==> config.mk <==
export PLATFORM = sky130hd
export DESIGN_NAME = info_readout
export DESIGN_NICKNAME = d
export VERILOG_FILES = /design/src/rtl/info_readout.sv
export SDC_FILE = /design/constraint.sdc
export NUM_CORES = 1
export LEC_CHECK = 0
export BUFFER_PORTS_ARGS = -buffer_cell sky130_fd_sc_hd__buf_4
export CAP_MARGIN = 20
export CORE_ASPECT_RATIO = 0.7
export CORE_MARGIN = 2
export CORE_UTILIZATION = 39
export CTS_BUF_LIST = sky130_fd_sc_hd__clkbuf_8
export DETAILED_ROUTE_END_ITERATION = 16
export PLACE_DENSITY = 0.59
export SYNTH_ARGS = -nofsm -noshare
export SYNTH_HDL_FRONTEND = slang
export SYNTH_SLANG_ARGS = --single-unit
==> constraint.sdc <==
create_clock -name clk -period 4.05 [get_ports clk]
set_input_delay 0.2025 -clock clk [delete_from_list [all_inputs] [get_ports clk]]
set_output_delay 0.2025 -clock clk [all_outputs]
set_load 0.01 [all_outputs]
==> src/rtl/info_readout.sv <==
// info_readout: converts a 32-bit value into a scaled three-point-two digit
// readout with a prefix and unit glyph, and draws it as a pixel overlay.

// word: one 3x5 glyph cell anchored at (X0, Y0).
module word #(
    parameter int unsigned X0 = 0,
    parameter int unsigned Y0 = 0
) (
    input  logic [9:0] x,
    input  logic [9:0] y,
    input  logic [4:0] code,
    output logic       pixel_c
);
    localparam int unsigned GW = 3;
    localparam int unsigned GH = 5;

    // Row-major bitmap, top row in the MSBs, left column first.
    function automatic logic [14:0] glyph(input logic [4:0] c);
        case (c)
            5'd0:    glyph = 15'b111_101_101_101_111;
            5'd1:    glyph = 15'b010_110_010_010_111;
            5'd2:    glyph = 15'b111_001_111_100_111;
            5'd3:    glyph = 15'b111_001_111_001_111;
            5'd4:    glyph = 15'b101_101_111_001_001;
            5'd5:    glyph = 15'b111_100_111_001_111;
            5'd6:    glyph = 15'b111_100_111_101_111;
            5'd7:    glyph = 15'b111_001_001_001_001;
            5'd8:    glyph = 15'b111_101_111_101_111;
            5'd9:    glyph = 15'b111_101_111_001_111;
            5'd10:   glyph = 15'b000_000_000_000_010;
            5'd11:   glyph = 15'b100_101_110_101_101;
            5'd13:   glyph = 15'b101_101_101_101_010;
            default: glyph = 15'b000_000_000_000_000;
        endcase
    endfunction

    logic [10:0] dx;
    logic [10:0] dy;
    logic [3:0]  idx;
    logic [15:0] bits;

    // Offset into the cell; negative offsets wrap high and fail the box test.
    always_comb begin
        dx      = {1'b0, x} - 11'(X0);
        dy      = {1'b0, y} - 11'(Y0);
        idx     = 4'(dy) * 4'd3 + 4'(dx);
        bits    = {1'b0, glyph(code)};
        pixel_c = (dx < 11'(GW)) && (dy < 11'(GH)) && bits[4'd14 - idx];
    end
endmodule

module info_readout #(
    parameter int unsigned OFFSET_X    = 0,
    parameter int unsigned OFFSET_Y    = 0,
    parameter int unsigned UNIT_CODE   = 13,
    parameter int unsigned CHAR_PITCH  = 7,
    parameter int unsigned HOLD_CYCLES = 0
) (
    input  logic        clk,
    input  logic        rst_n,
    input  logic [9:0]  x_in,
    input  logic [9:0]  y_in,
    input  logic [31:0] number_in,
    input  logic        load,
    output logic        busy,
    output logic        done,
    output logic        display
);
    localparam int unsigned SLOTS = 8;
    localparam int unsigned HW    = (HOLD_CYCLES > 1) ? $clog2(HOLD_CYCLES + 1) : 1;
    localparam logic [4:0] C_POINT = 5'd10;
    localparam logic [4:0] C_KILO  = 5'd11;
    localparam logic [4:0] C_BASE  = 5'd12;
    localparam logic [4:0] C_BLANK = 5'd16;
    localparam logic [4:0] C_UNIT  = 5'(UNIT_CODE);
    localparam logic [HW-1:0] HOLD_LOAD = HW'((HOLD_CYCLES > 0) ? HOLD_CYCLES - 1 : 0);

    typedef enum logic [1:0] {IDLE, CONV, COMMIT, HOLD} state_t;

    state_t        state;
    logic [1:0]    rst_sync;
    logic          rst_int_n;
    logic          pending;
    logic [31:0]   pend_val;
    logic [31:0]   bin_q;
    logic [39:0]   bcd_q;
    logic [35:0]   bcd_adj;
    logic [4:0]    bit_cnt;
    logic [HW-1:0] hold_cnt;
    logic [4:0]    hund_q, tens_q, ones_q, tenth_q, hundth_q, prefix_q;
    logic [3:0]    h, t, o, f1, f2;
    logic [4:0]    sel_hund_c, sel_tens_c, sel_prefix_c;
    logic          hold_exit_c, accept_c, start_c;

    // Reset asserts immediately, releases on a clock edge.
    always_ff @(posedge clk or negedge rst_n) begin
        if (!rst_n) rst_sync <= 2'b00;
        else        rst_sync <= {rst_sync[0], 1'b1};
    end
    assign rst_int_n = rst_sync[1];

    // Add-3 on d0..d8; d9 never exceeds 4 for a 32-bit operand.
    always_comb begin
        bcd_adj = bcd_q[35:0];
        for (int i = 0; i < 9; i++) begin
            if (bcd_q[4*i +: 4] >= 4'd5) bcd_adj[4*i +: 4] = bcd_q[4*i +: 4] + 4'd3;
        end
    end

    // Range select, saturation and leading-zero blanking of the finished BCD.
    always_comb begin
        h = bcd_q[11:8];
        t = bcd_q[7:4];
        o = bcd_q[3:0];
        f1 = 4'd0;
        f2 = 4'd0;
        sel_prefix_c = C_BASE;
        if (bcd_q[39:36] != 4'd0) begin
            h = 4'd9; t = 4'd9; o = 4'd9; f1 = 4'd9; f2 = 4'd9;
            sel_prefix_c = C_BLANK;
        end else if (bcd_q[35:24] != 12'd0) begin
            h = bcd_q[35:32]; t = bcd_q[31:28]; o = bcd_q[27:24];
            f1 = bcd_q[23:20]; f2 = bcd_q[19:16];
            sel_prefix_c = C_BLANK;
        end else if (bcd_q[23:12] != 12'd0) begin
            h = bcd_q[23:20]; t = bcd_q[19:16]; o = bcd_q[15:12];
            f1 = bcd_q[11:8]; f2 = bcd_q[7:4];
            sel_prefix_c = C_KILO;
        end
        sel_hund_c = (h == 4'd0) ? C_BLANK : {1'b0, h};
        sel_tens_c = (h == 4'd0 && t == 4'd0) ? C_BLANK : {1'b0, t};
    end

    // A new conversion may start from IDLE or on the last HOLD cycle.
    always_comb begin
        hold_exit_c = (state == HOLD) && (hold_cnt == '0);
        accept_c    = (state == IDLE) || hold_exit_c;
        start_c     = accept_c && (load || pending);
    end

    // Control FSM with conversion datapath and committed slot codes.
    always_ff @(posedge clk or negedge rst_int_n) begin
        if (!rst_int_n) begin
            state    <= IDLE;
            pending  <= 1'b0;
            pend_val <= '0;
            bin_q    <= '0;
            bcd_q    <= '0;
            bit_cnt  <= '0;
            hold_cnt <= '0;
            busy     <= 1'b0;
            done     <= 1'b0;
            hund_q   <= C_BLANK;
            tens_q   <= C_BLANK;
            ones_q   <= 5'd0;
            tenth_q  <= 5'd0;
            hundth_q <= 5'd0;
            prefix_q <= C_BASE;
        end else begin
            done <= 1'b0;
            if (start_c) begin
                bin_q   <= load ? number_in : pend_val;
                bcd_q   <= '0;
                bit_cnt <= '0;
                pending <= 1'b0;
                busy    <= 1'b1;
                state   <= CONV;
            end else begin
                case (state)
                    CONV: begin
                        bcd_q   <= {bcd_q[38:36], bcd_adj, bin_q[31]};
                        bin_q   <= {bin_q[30:0], 1'b0};
                        bit_cnt <= bit_cnt + 5'd1;
                        if (bit_cnt == 5'd31) state <= COMMIT;
                    end
                    COMMIT: begin
                        hund_q   <= sel_hund_c;
                        tens_q   <= sel_tens_c;
                        ones_q   <= {1'b0, o};
                        tenth_q  <= {1'b0, f1};
                        hundth_q <= {1'b0, f2};
                        prefix_q <= sel_prefix_c;
                        done     <= 1'b1;
                        if (HOLD_CYCLES == 0) begin
                            state <= IDLE;
                            busy  <= 1'b0;
                        end else begin
                            state    <= HOLD;
                            hold_cnt <= HOLD_LOAD;
                        end
                    end
                    HOLD: begin
                        if (hold_cnt == '0) begin
                            state <= IDLE;
                            busy  <= 1'b0;
                        end else begin
                            hold_cnt <= hold_cnt - HW'(1);
                        end
                    end
                    default: ;
                endcase
            end
            if (load && !accept_c) begin
                pending  <= 1'b1;
                pend_val <= number_in;
            end
        end
    end

    logic [4:0]       slot_code [SLOTS];
    logic [SLOTS-1:0] slot_px;

    // Slot order: hundreds, tens, ones, point, tenths, hundredths, prefix, unit.
    always_comb begin
        slot_code[0] = hund_q;
        slot_code[1] = tens_q;
        slot_code[2] = ones_q;
        slot_code[3] = C_POINT;
        slot_code[4] = tenth_q;
        slot_code[5] = hundth_q;
        slot_code[6] = prefix_q;
        slot_code[7] = C_UNIT;
    end

    for (genvar n = 0; n < SLOTS; n++) begin : g_slot
        word #(
            .X0(OFFSET_X + n * CHAR_PITCH),
            .Y0(OFFSET_Y)
        ) u_word (
            .x      (x_in),
            .y      (y_in),
            .code   (slot_code[n]),
            .pixel_c(slot_px[n])
        );
    end

    assign display = |slot_px;
endmodule

==> run summary, run 1 <==
drt wl/cell: 15.90 um
drt pass-1 iters: 7
root buf cell: clkbuf_8
Slew Limit Headroom: 42.96%
Final Instance Area: 12,520 um2
total routing usage reported by global routing: 18.39%
DP Worst Slack: 0.4155 ns
CP Capture Type: primary output
clock skew: 0.01500 ns
Post-Synth XOR/XNOR Area: 4.201%
Pleak: 5.323 nW
first-pass GRT wire length: 44,080 um
Initial Util: 39.61%
Die Wd: 204.9 um
layout cell share with drive strength beyond 1: 12.58%
R2R Path Start: bcd_q[12]
DRC Markers: 0
most common cell after layout, fill and taps aside: dfrtp_1
Gate Count Post-Synth: 1,261
Tot Pwr: 8.301 mW
synth unique cells: 67
CTS tree: done
Setup-failing EPs final: 0
post-synthesis mux area share: 10.43%
clock-pin slew on the worst setup and hold paths: 0.11 ns
sequential-to-total area share from yosys stat: 32.29%
predominant post-synthesis flop cell: dfrtp_1
syn nets: 1,414
crit path max fanout: 12
initial antenna violation count: 0
adder-cell share of the synthesized area: 11.56%
Die ar.: 29,640 um2
fmax: 0.2706 GHz
Final Hold Vio Count: 0
CTS max path bufs: 2
unrepaired setup endpoints after global routing: false
final core utilization: 45.01%
top cells by area, synth: dfrtp_1 (31%), ha_1 (11%), mux2i_1 (6.4%), a21oi_1 (5.5%), nor2_1 (3.8%)
most frequent cells in the layout: dfrtp_1 (137), a21oi_1 (122), nor2_1 (112)
post-layout min period: 3.695 ns
cell area after synthesis: 11,020 um2
# hold bufs at CTS: 33
Setup crit start kind: input port
vias in the first global route: 8,450
Max Cap Viol: 0
area of the core: 27,820 um2
initial drt markers: 602
antenna-violating nets left: 0
worst skew pair latency: 0.47 ns
status: complete, no violations
syn_area_per_cell: 8.739 um2
setup_tns: 0 ns
# rows: 51
Routability Congestion: 0.9857
crit share post-route: 91.23%
measured slew at the worst slew-check pin: 0.8547 ns
I/O Pins: 58
Worst EP required: 3.85 ns
Area Overhead vs Synth: 13.65%
Critical R2R Capture: tens_q[4]
H-tree levels: 4
vias per cell: 5.481
Hold/Removal Path Class: input port to async pin
final setup margin: 0.3552 ns
asr flop ratio synth: 100.0%
# nets final: 1,460
Critical Path AT: 3.49 ns
Total Wirelength: 26,890 um
post-synthesis compound-gate area fraction: 20.27%
synth warn: 0
diode count: 0
pwr/cell area: 662.9 nW/um2
CTS buffer count: 17
Sink Count: 142
worst reg2reg path depth: 9
Area after DPL: 11,800 um2
Post-Synth Simple-Gate Area: 16.10%
EDFF count, synth: 0
number of port buffers: 57
largest family of logic cells by synthesized area: compound AO/OA/AOI/OAI gates
gr ovfl total: 0
DR vias: 9,268
Pins Over Slew Limit: 0
largest net degree at the start of global routing: 91
top cell type's share of synthesized area: 31.34%
post-CTS setup repair buffer count: 0
r2r setup slk: 0.89 ns
critical path class: input port to primary output
Post-DP HPWL: 19,140 um
FF+latch count, synth: 142
Max VDD drop: 0.0004108 V
PostCTS Resize Cnt: 0
Yosys top cell by area: dfrtp_1
Die Span Y: 144.6 um
-- how the worst max path moves through the flow --
| stage | slack (ns) | endpoint | startpoint |
|---|---|---|---|
| 2_1_floorplan | 0.75 | display | x_in[0] |
| 4_1_cts | 0.37 | display | ones_q[1] |
| 3_3_place_gp | 0.43 | display | y_in[0] |
| 6_report | 0.36 | display | y_in[0] |
| 3_5_place_dp | 0.42 | display | y_in[0] |
| 5_1_grt | 0.10 | display | x_in[1] |
-- critical path, cell delays in order --
cell and delay, ns:
buf_4 0.08, inv_1 0.08, ha_1 0.39, inv_1 0.13, fa_1 0.75, buf_4 0.26, a211oi_1 0.07, nand3_1 0.12
o31ai_1 0.09, o21ai_0 0.15, o31ai_1 0.09, o311ai_0 0.30, o311ai_0 0.18, buf_4 0.17, a221o_1 0.27, buf_4 0.15
-- flip-flops by register name, indices dropped and copies added (netlist names), 4 cells and up --
name      cells
bit_cnt       5
hund_q        5
pend_val     32
prefix_q      4
hundth_q      4
ones_q        4
bin_q        32
tenth_q       4
tens_q        5
bcd_q        40
-- synthesized netlist by cell type, types with 15 or more instances --
library cell / number
nand2_1: 62
nand3_1: 32
o21ai_0: 75
buf_1: 15
dfrtp_1: 138
ha_1: 93
a211oi_1: 51
nor2b_1: 54
nor2_1: 112
clkbuf_1: 62
a21oi_1: 122
xnor2_1: 37
mux2_2: 37
nor3_1: 25
nand2b_1: 15
inv_1: 61
mux2i_1: 71
-- metal layers --
metal / vias up / track usage [%] / wire (um)
li1: 4637 / - / -
met4: 0 / 3.181 / 156
met5: - / 0.6803 / 0
met1: 4395 / 29.07 / 14510
met2: 221 / 24.75 / 10640
met3: 15 / 4.619 / 1580
-- layout make-up --
class / instances / area, um2
Clock buffer: 17 / 234.0
Clock inverter: 15 / 141.4
Fill cell: 2722 / 15300
Inverter: 65 / 244.0
Multi-Input combinational cell: 971 / 6932
Sequential cell: 142 / 3562
Tap cell: 371 / 464.2
Timing Repair Buffer: 110 / 945.9
-- power breakdown --
group / switching, mW / internal [mW] / leakage [nW]
combinational: 2.53 / 1.99 / 3.41
sequential: 0.643 / 2.03 / 1.73
clock: 0.655 / 0.457 / 0.188
total: 3.82 / 4.48 / 5.32
-- metrics by stage --
step	cells	hold slack (ns)
after CTS	1690	0.006544
after global routing	1691	0.007620
after global placement	1625	-0.01519
after detailed placement	1625	-0.01450
after floorplan	1261	-0.09309
final	1691	0.03708
-- kinds of logic after synthesis --
group | count (synthesis)
AND/OR/NAND/NOR | 356
AO/OA/AOI/OAI | 355
buffers and inverters | 148
flip-flops | 142
multiplexers | 109
adder cells (fa/ha/maj) | 99
XOR/XNOR | 51
other | 1
(Power assumes the default switching activity.)
==> inputs of run 2 (changes only) <==
Settings changed: CORE_UTILIZATION 39 to 35, PLACE_DENSITY 0.59 to 0.53, SLEW_MARGIN set to 20.
==> run 2 against run 1 <==
  * Die area increased by 11%
  * Via count increased by 0.55%
  * Sequential cell count unchanged
  * Fmax decreased by 0.19%
  * Largest cell class unchanged
  * Largest power group unchanged
==> run summary, run 2 (synthesis results as in run 1) <==
Post-DP HPWL: 19,730 um (was 19,140 um)
gr ovfl total: 0 (unchanged)
CTS tree: done (unchanged)
Pleak: 5.314 nW (was 5.323 nW)
DRC Markers: 0 (unchanged)
WP buf/inv: 6 (unchanged)
number of flip-flops in the largest register: 40 (unchanged)
CP max-delay cell: fa_1 (unchanged)
pwr/cell area: 658.6 nW/um2 (was 662.9 nW/um2)
CTS buffer count: 17 (unchanged)
total routing usage reported by global routing: 16.79% (was 18.39%)
Placed Cells: 1,676 (was 1,625)
DR vias: 9,319 (was 9,268)
largest net degree at the start of global routing: 81 (was 91)
post-layout min period: 3.702 ns (was 3.695 ns)
Die Wd: 216.1 um (was 204.9 um)
crit share post-route: 91.41% (was 91.23%)
layout cell share with drive strength beyond 1: 12.51% (was 12.58%)
area of the core: 31,080 um2 (was 27,820 um2)
clock skew: 0.01162 ns (was 0.01500 ns)
root buf cell: clkbuf_8 (unchanged)
Area Overhead vs Synth: 13.91% (was 13.65%)
Final Hold Vio Count: 0 (unchanged)
setup_tns: 0 ns (unchanged)
diode count: 0 (unchanged)
Setup crit start kind: input port (unchanged)
first-pass GRT wire length: 46,040 um (was 44,080 um)
most common cell after layout, fill and taps aside: dfrtp_1 (unchanged)
# nets final: 1,461 (was 1,460)
CP Capture Type: primary output (unchanged)
antenna-violating nets left: 0 (unchanged)
H-tree levels: 4 (unchanged)
measured slew at the worst slew-check pin: 1.056 ns (was 0.8547 ns)
vias in the first global route: 8,575 (was 8,450)
Routability Congestion: 0.8888 (was 0.9857)
non-filler cells in the finished layout: 1,739 (was 1,691)
final core utilization: 40.39% (was 45.01%)
vias per cell: 5.359 (was 5.481)
number of port buffers: 57 (unchanged)
Slew Limit Headroom: 28.98% (was 42.96%)
clock-pin slew on the worst setup and hold paths: 0.09 ns (was 0.11 ns)
Initial Util: 35.45% (was 39.61%)
fmax: 0.2701 GHz (was 0.2706 GHz)
Sink Count: 142 (unchanged)
CP peak stage delay: 0.74 ns (was 0.75 ns)
post-CTS setup repair buffer count: 0 (unchanged)
sequence of cells on the critical path: buf_4 > inv_1 > ha_1 > inv_1 > fa_1 > buf_4 > a211oi_1 > nand3_1 > o31ai_1 > o21ai_0 > o31ai_1 > o311ai_0 > o311ai_0 > buf_4 > a221o_1 > buf_4 (unchanged)
Die Span Y: 152.5 um (was 144.6 um)
I/O Pins: 58 (unchanged)
Setup-failing EPs final: 0 (unchanged)
CTS max path bufs: 2 (unchanged)
Critical Path AT: 3.50 ns (was 3.49 ns)
critical path class: input port to primary output (unchanged)
unrepaired setup endpoints after global routing: false (unchanged)
Hold/Removal Path Class: input port to async pin (unchanged)
Max Cap Viol: 0 (unchanged)
Biggest register: bcd_q (unchanged)
worst skew pair latency: 0.45 ns (was 0.47 ns)
Total Wirelength: 27,420 um (was 26,890 um)
Top Registers: bcd_q: 40 flops, bin_q: 32 flops, pend_val: 32 flops (unchanged)
drt pass-1 iters: 7 (unchanged)
# rows: 54 (was 51)
Worst path top cell family by delay: compound AO/OA/AOI/OAI gates (unchanged)
initial drt markers: 702 (was 602)
initial antenna violation count: 0 (unchanged)
drt wl/cell: 15.76 um (was 15.90 um)
most frequent cells in the layout: dfrtp_1 (137), a21oi_1 (122), nor2_1 (112) (unchanged)
Worst EP required: 3.85 ns (about the same)
status: complete, no violations (unchanged)
Max VDD drop: 0.0002822 V (was 0.0004108 V)
Most Frequent Cell on Critical Path: buf_4 (unchanged)
crit path max fanout: 11 (was 12)
Pins Over Slew Limit: 0 (unchanged)
Die ar.: 32,940 um2 (was 29,640 um2)
run 2: cell types whose count changed in the layout (fill, tap and decap cells not counted):
cell | previous run | this run
inv_6 | 6 | 3
clkinv_4 | 2 | 3
clkbuf_8 | 17 | 18
bufinv_16 | 0 | 1
buf_12 | 3 | 1
inv_8 | 5 | 0
buf_4 | 74 | 77
clkinv_2 | 0 | 3
run 2: per-layer routing:
layer	GRT usage, %	wire [um]
met5	0	0
met4	2.838	133
met3	3.673	1720
met2	22.24	10610
met1	27.36	14950
run 2: worst paths after layout:
path | from | to | slack [ns] | cells after the start
max | y_in[0] | display | 0.35 | 16
max reg2reg | bcd_q[13] | tens_q[4] | 1.32 | 10
min | rst_n | rst_sync[0] | 0.06 | 2
min reg2reg | rst_sync[0] | rst_sync[1] | 0.36 | 0
min in group clk | rst_sync[0] | rst_sync[1] | 0.36 | 0
max in group asynchronous | rst_sync[1] | pend_val[15] | 2.71 | 1
run 2: area by class of cell:
| cell class | instances | area, um2 |
|---|---|---|
| clock buffers | 18 | 247.7 |
| clock inverters | 12 | 112.6 |
| fillers | 3147 | 18530 |
| inverters | 65 | 244.0 |
| multi-input cells | 971 | 6932 |
| flip-flops and latches | 142 | 3562 |
| well taps | 420 | 525.5 |
| repair buffers | 111 | 928.4 |
run 2: per-stage QoR:
step	total power, mW	instance area (um2)	hold WS [ns]	worst slack, ns
floorplan	6.069	11020	-0.09309	0.7499
global placement	7.124	11860	-0.01464	0.4129
detailed placement	7.161	11860	-0.01268	0.3836
CTS	8.304	12550	0.02118	0.3668
global route	9.039	12550	0.03401	0.08749
finish	8.267	12550	0.06005	0.3481
run 2: where the power goes:
part           internal, mW  switching [mW]  leakage, nW
Clock                 0.500           0.589        0.182
Sequential             2.03           0.649         1.73
Combinational          1.96            2.54         3.41
Total                  4.49            3.78         5.31
run 2: timing repair:
item                       in CTS  in global routing
setup endpoints to repair       0                  0
gates resized for setup         0                  0
hold buffers                   33                  0
hold endpoints to repair       34                  0
==> inputs of run 3 (changes only) <==
Settings changed: CELL_PAD_IN_SITES_DETAIL_PLACEMENT set to 1, CELL_PAD_IN_SITES_GLOBAL_PLACEMENT set to 2, PLACE_DENSITY 0.53 to 0.82.
==> run 3 against run 2 <==
  * Global-route usage increased by 2.6 points
  * Critical path depth decreased by 6
  * Cell area increased by 0.46%
  * Clock power increased by 6%
  * Largest power group unchanged
  * First-iteration DRC count decreased by 21%
  * Cell count increased by 0.12%
  * Setup slack got worse by 0.0010 ns
  * Fmax about the same
  * Sequential share of layout area decreased by 0.13 points
  * Sequential power about the same
==> run summary, run 3 (synthesis results as in run 1) <==
status: complete, no violations (unchanged)
number of flip-flops in the largest register: 40 (unchanged)
sequence of cells on the critical path: inv_1 > ha_1 > nand2_1 > nand3_1 > and4_1 > or4_1 > a31o_1 > a221o_1 > a221o_1 > buf_4 (was buf_4 > inv_1 > ha_1 > inv_1 > fa_1 > buf_4 > a211oi_1 > nand3_1 > o31ai_1 > o21ai_0 > o31ai_1 > o311ai_0 > o311ai_0 > buf_4 > a221o_1 > buf_4)
largest net degree at the start of global routing: 80 (was 81)
Die Span Y: 152.5 um (unchanged)
crit share post-route: 91.43% (was 91.41%)
total routing usage reported by global routing: 19.40% (was 16.79%)
# rows: 54 (unchanged)
Pleak: 5.336 nW (was 5.314 nW)
vias in the first global route: 9,517 (was 8,575)
unrepaired setup endpoints after global routing: false (unchanged)
post-CTS setup repair buffer count: 0 (unchanged)
Pins Over Slew Limit: 0 (unchanged)
Die Wd: 216.1 um (unchanged)
number of port buffers: 57 (unchanged)
worst skew pair latency: 0.48 ns (was 0.45 ns)
post-layout min period: 3.703 ns (was 3.702 ns)
Post-DP HPWL: 22,110 um (was 19,730 um)
Sw Ratio: 46.29% (was 45.69%)
vias per cell: 5.464 (was 5.359)
Hold/Removal Path Class: flip-flop to async pin (was input port to async pin)
drt wl/cell: 17.77 um (was 15.76 um)
Worst path top cell family by delay: simple AND/OR/NAND/NOR gates (was compound AO/OA/AOI/OAI gates)
# nets final: 1,461 (unchanged)
Biggest register: bcd_q (unchanged)
pwr/cell area: 674.3 nW/um2 (was 658.6 nW/um2)
Slew Limit Headroom: 41.67% (was 28.98%)
CP peak stage delay: 0.50 ns (was 0.74 ns)
WP buf/inv: 2 (was 6)
Total Wirelength: 30,940 um (was 27,420 um)
CP Capture Type: primary output (unchanged)
r2r setup slk: 1.24 ns (was 1.32 ns)
setup_tns: 0 ns (unchanged)
fillers: 3,641 (was 3,147)
area of the core: 31,080 um2 (unchanged)
Critical Path AT: 3.50 ns (about the same)
CTS tree: done (unchanged)
I/O Pins: 58 (unchanged)
clock skew: 0.01208 ns (was 0.01162 ns)
critical path class: flip-flop to primary output (was input port to primary output)
drt pass-1 iters: 5 (was 7)
first-pass GRT wire length: 51,930 um (was 46,040 um)
Max Cap Viol: 0 (unchanged)
Setup crit start: ones_q[1] (was y_in[0])
measured slew at the worst slew-check pin: 0.8731 ns (was 1.056 ns)
Reg power frac: 31.9% (was 32.4%)
Max VDD drop: 0.0003556 V (was 0.0002822 V)
clock-pin slew on the worst setup and hold paths: 0.08 ns (was 0.09 ns)
H-tree levels: 4 (unchanged)
root buf cell: clkbuf_8 (unchanged)
Clk network pwr share: 13.6% (was 13.2%)
CP max-delay cell: dfrtp_1 (was fa_1)
CTS max path bufs: 2 (unchanged)
R2R Path Start: bcd_q[12] (was bcd_q[13])
initial antenna violation count: 0 (unchanged)
Switch Pwr: 3.936 mW (was 3.777 mW)
initial drt markers: 556 (was 702)
Die ar.: 32,940 um2 (unchanged)
most frequent cells in the layout: dfrtp_1 (137), a21oi_1 (122), nor2_1 (112) (unchanged)
antenna-violating nets left: 0 (unchanged)
diode count: 0 (unchanged)
Setup-failing EPs final: 0 (unchanged)
DR vias: 9,513 (was 9,319)
crit path max fanout: 7 (was 11)
Worst EP required: 3.85 ns (about the same)
Internal Power: 4.567 mW (was 4.490 mW)
Most Frequent Cell on Critical Path: a221o_1 (was buf_4)
Top Registers: bcd_q: 40 flops, bin_q: 32 flops, pend_val: 32 flops (unchanged)
combinational group share of total power: 54.5% (was 54.4%)
CTS buffer count: 17 (unchanged)
most common cell after layout, fill and taps aside: dfrtp_1 (unchanged)
fmax: 0.2701 GHz (about the same)
Initial Util: 35.45% (unchanged)
Sink Count: 142 (unchanged)
gr ovfl total: 0 (unchanged)
Final Hold Vio Count: 0 (unchanged)
Setup crit start kind: flip-flop (was input port)
Tot Pwr: 8.502 mW (was 8.267 mW)
layout cell share with drive strength beyond 1: 12.57% (was 12.51%)
DRC Markers: 0 (unchanged)
Routability Congestion: 0.8935 (was 0.8888)
Area Overhead vs Synth: 14.43% (was 13.91%)
[run 3: cell count changes in the layout (fill, tap and decap cells not counted), sizes merged]
| cell | before | now |
|---|---|---|
| clkbuf | 18 | 21 |
| clkinv | 10 | 8 |
| buf | 78 | 77 |
| clkinvlp | 2 | 3 |
| dlygate4sd3 | 33 | 34 |
[run 3: final cells by class]
type,count,area [um2],area share [%]
tap,420,525.5,4.167
multi-input combinational,971,6932,54.97
clock inverter,11,106.4,0.8434
timing repair buffer,111,950.9,7.541
sequential,142,3562,28.25
clock buffer,21,289.0,2.292
inverter,65,244.0,1.935
[run 3: repair_timing]
| item | in CTS | in global routing |
|---|---|---|
| hold endpoints to repair | 63 | 0 |
| resized for setup | 0 | 0 |
| hold buffers | 34 | 0 |
| endpoints found under the setup margin | 0 | 0 |
[run 3: path summary, 6_finish.rpt]
check,to,depth (start not counted)
worst max-delay path,display,10
worst min-delay path,bcd_q[0],0
worst max register to register,tens_q[4],10
worst min register to register,bcd_q[0],0
max in group asynchronous,state[1],2
min in group clk,rst_sync[1],0
[run 3: per-layer routing]
layer,track usage [%],vias to the layer above,routed length [um]
li1,-,4624,-
met1,30.28,4712,16690
met2,27.11,158,12610
met3,4.052,19,1368
met4,4.044,0,275
met5,0,-,0
[run 3: power groups by stage]
| stage | clock [mW] | combinational, mW | sequential [mW] |
|---|---|---|---|
| finish | 1.16 | 4.63 | 2.71 |
| global route | 1.26 | 5.23 | 2.82 |
| CTS | 1.20 | 4.63 | 2.71 |
| detailed placement | 0 | 4.58 | 2.74 |
| global placement | 0 | 4.45 | 2.71 |
| floorplan | 0 | 3.67 | 2.40 |
[run 3: metrics by stage]
step                      util (%)  hold WS, ns  cell area (um2)  std cells  setup WS (ns)
final                        40.57       0.3140            12610       1741         0.3470
after global routing         40.57       0.3659            12610       1741         0.1426
after CTS                    40.48       0.3641            12580       1740         0.3157
after detailed placement     38.12     -0.01292            11850       1674         0.3833
after global placement       38.12     -0.01493            11850       1674         0.4227
after floorplan                  -     -0.09309            11020       1261         0.7499
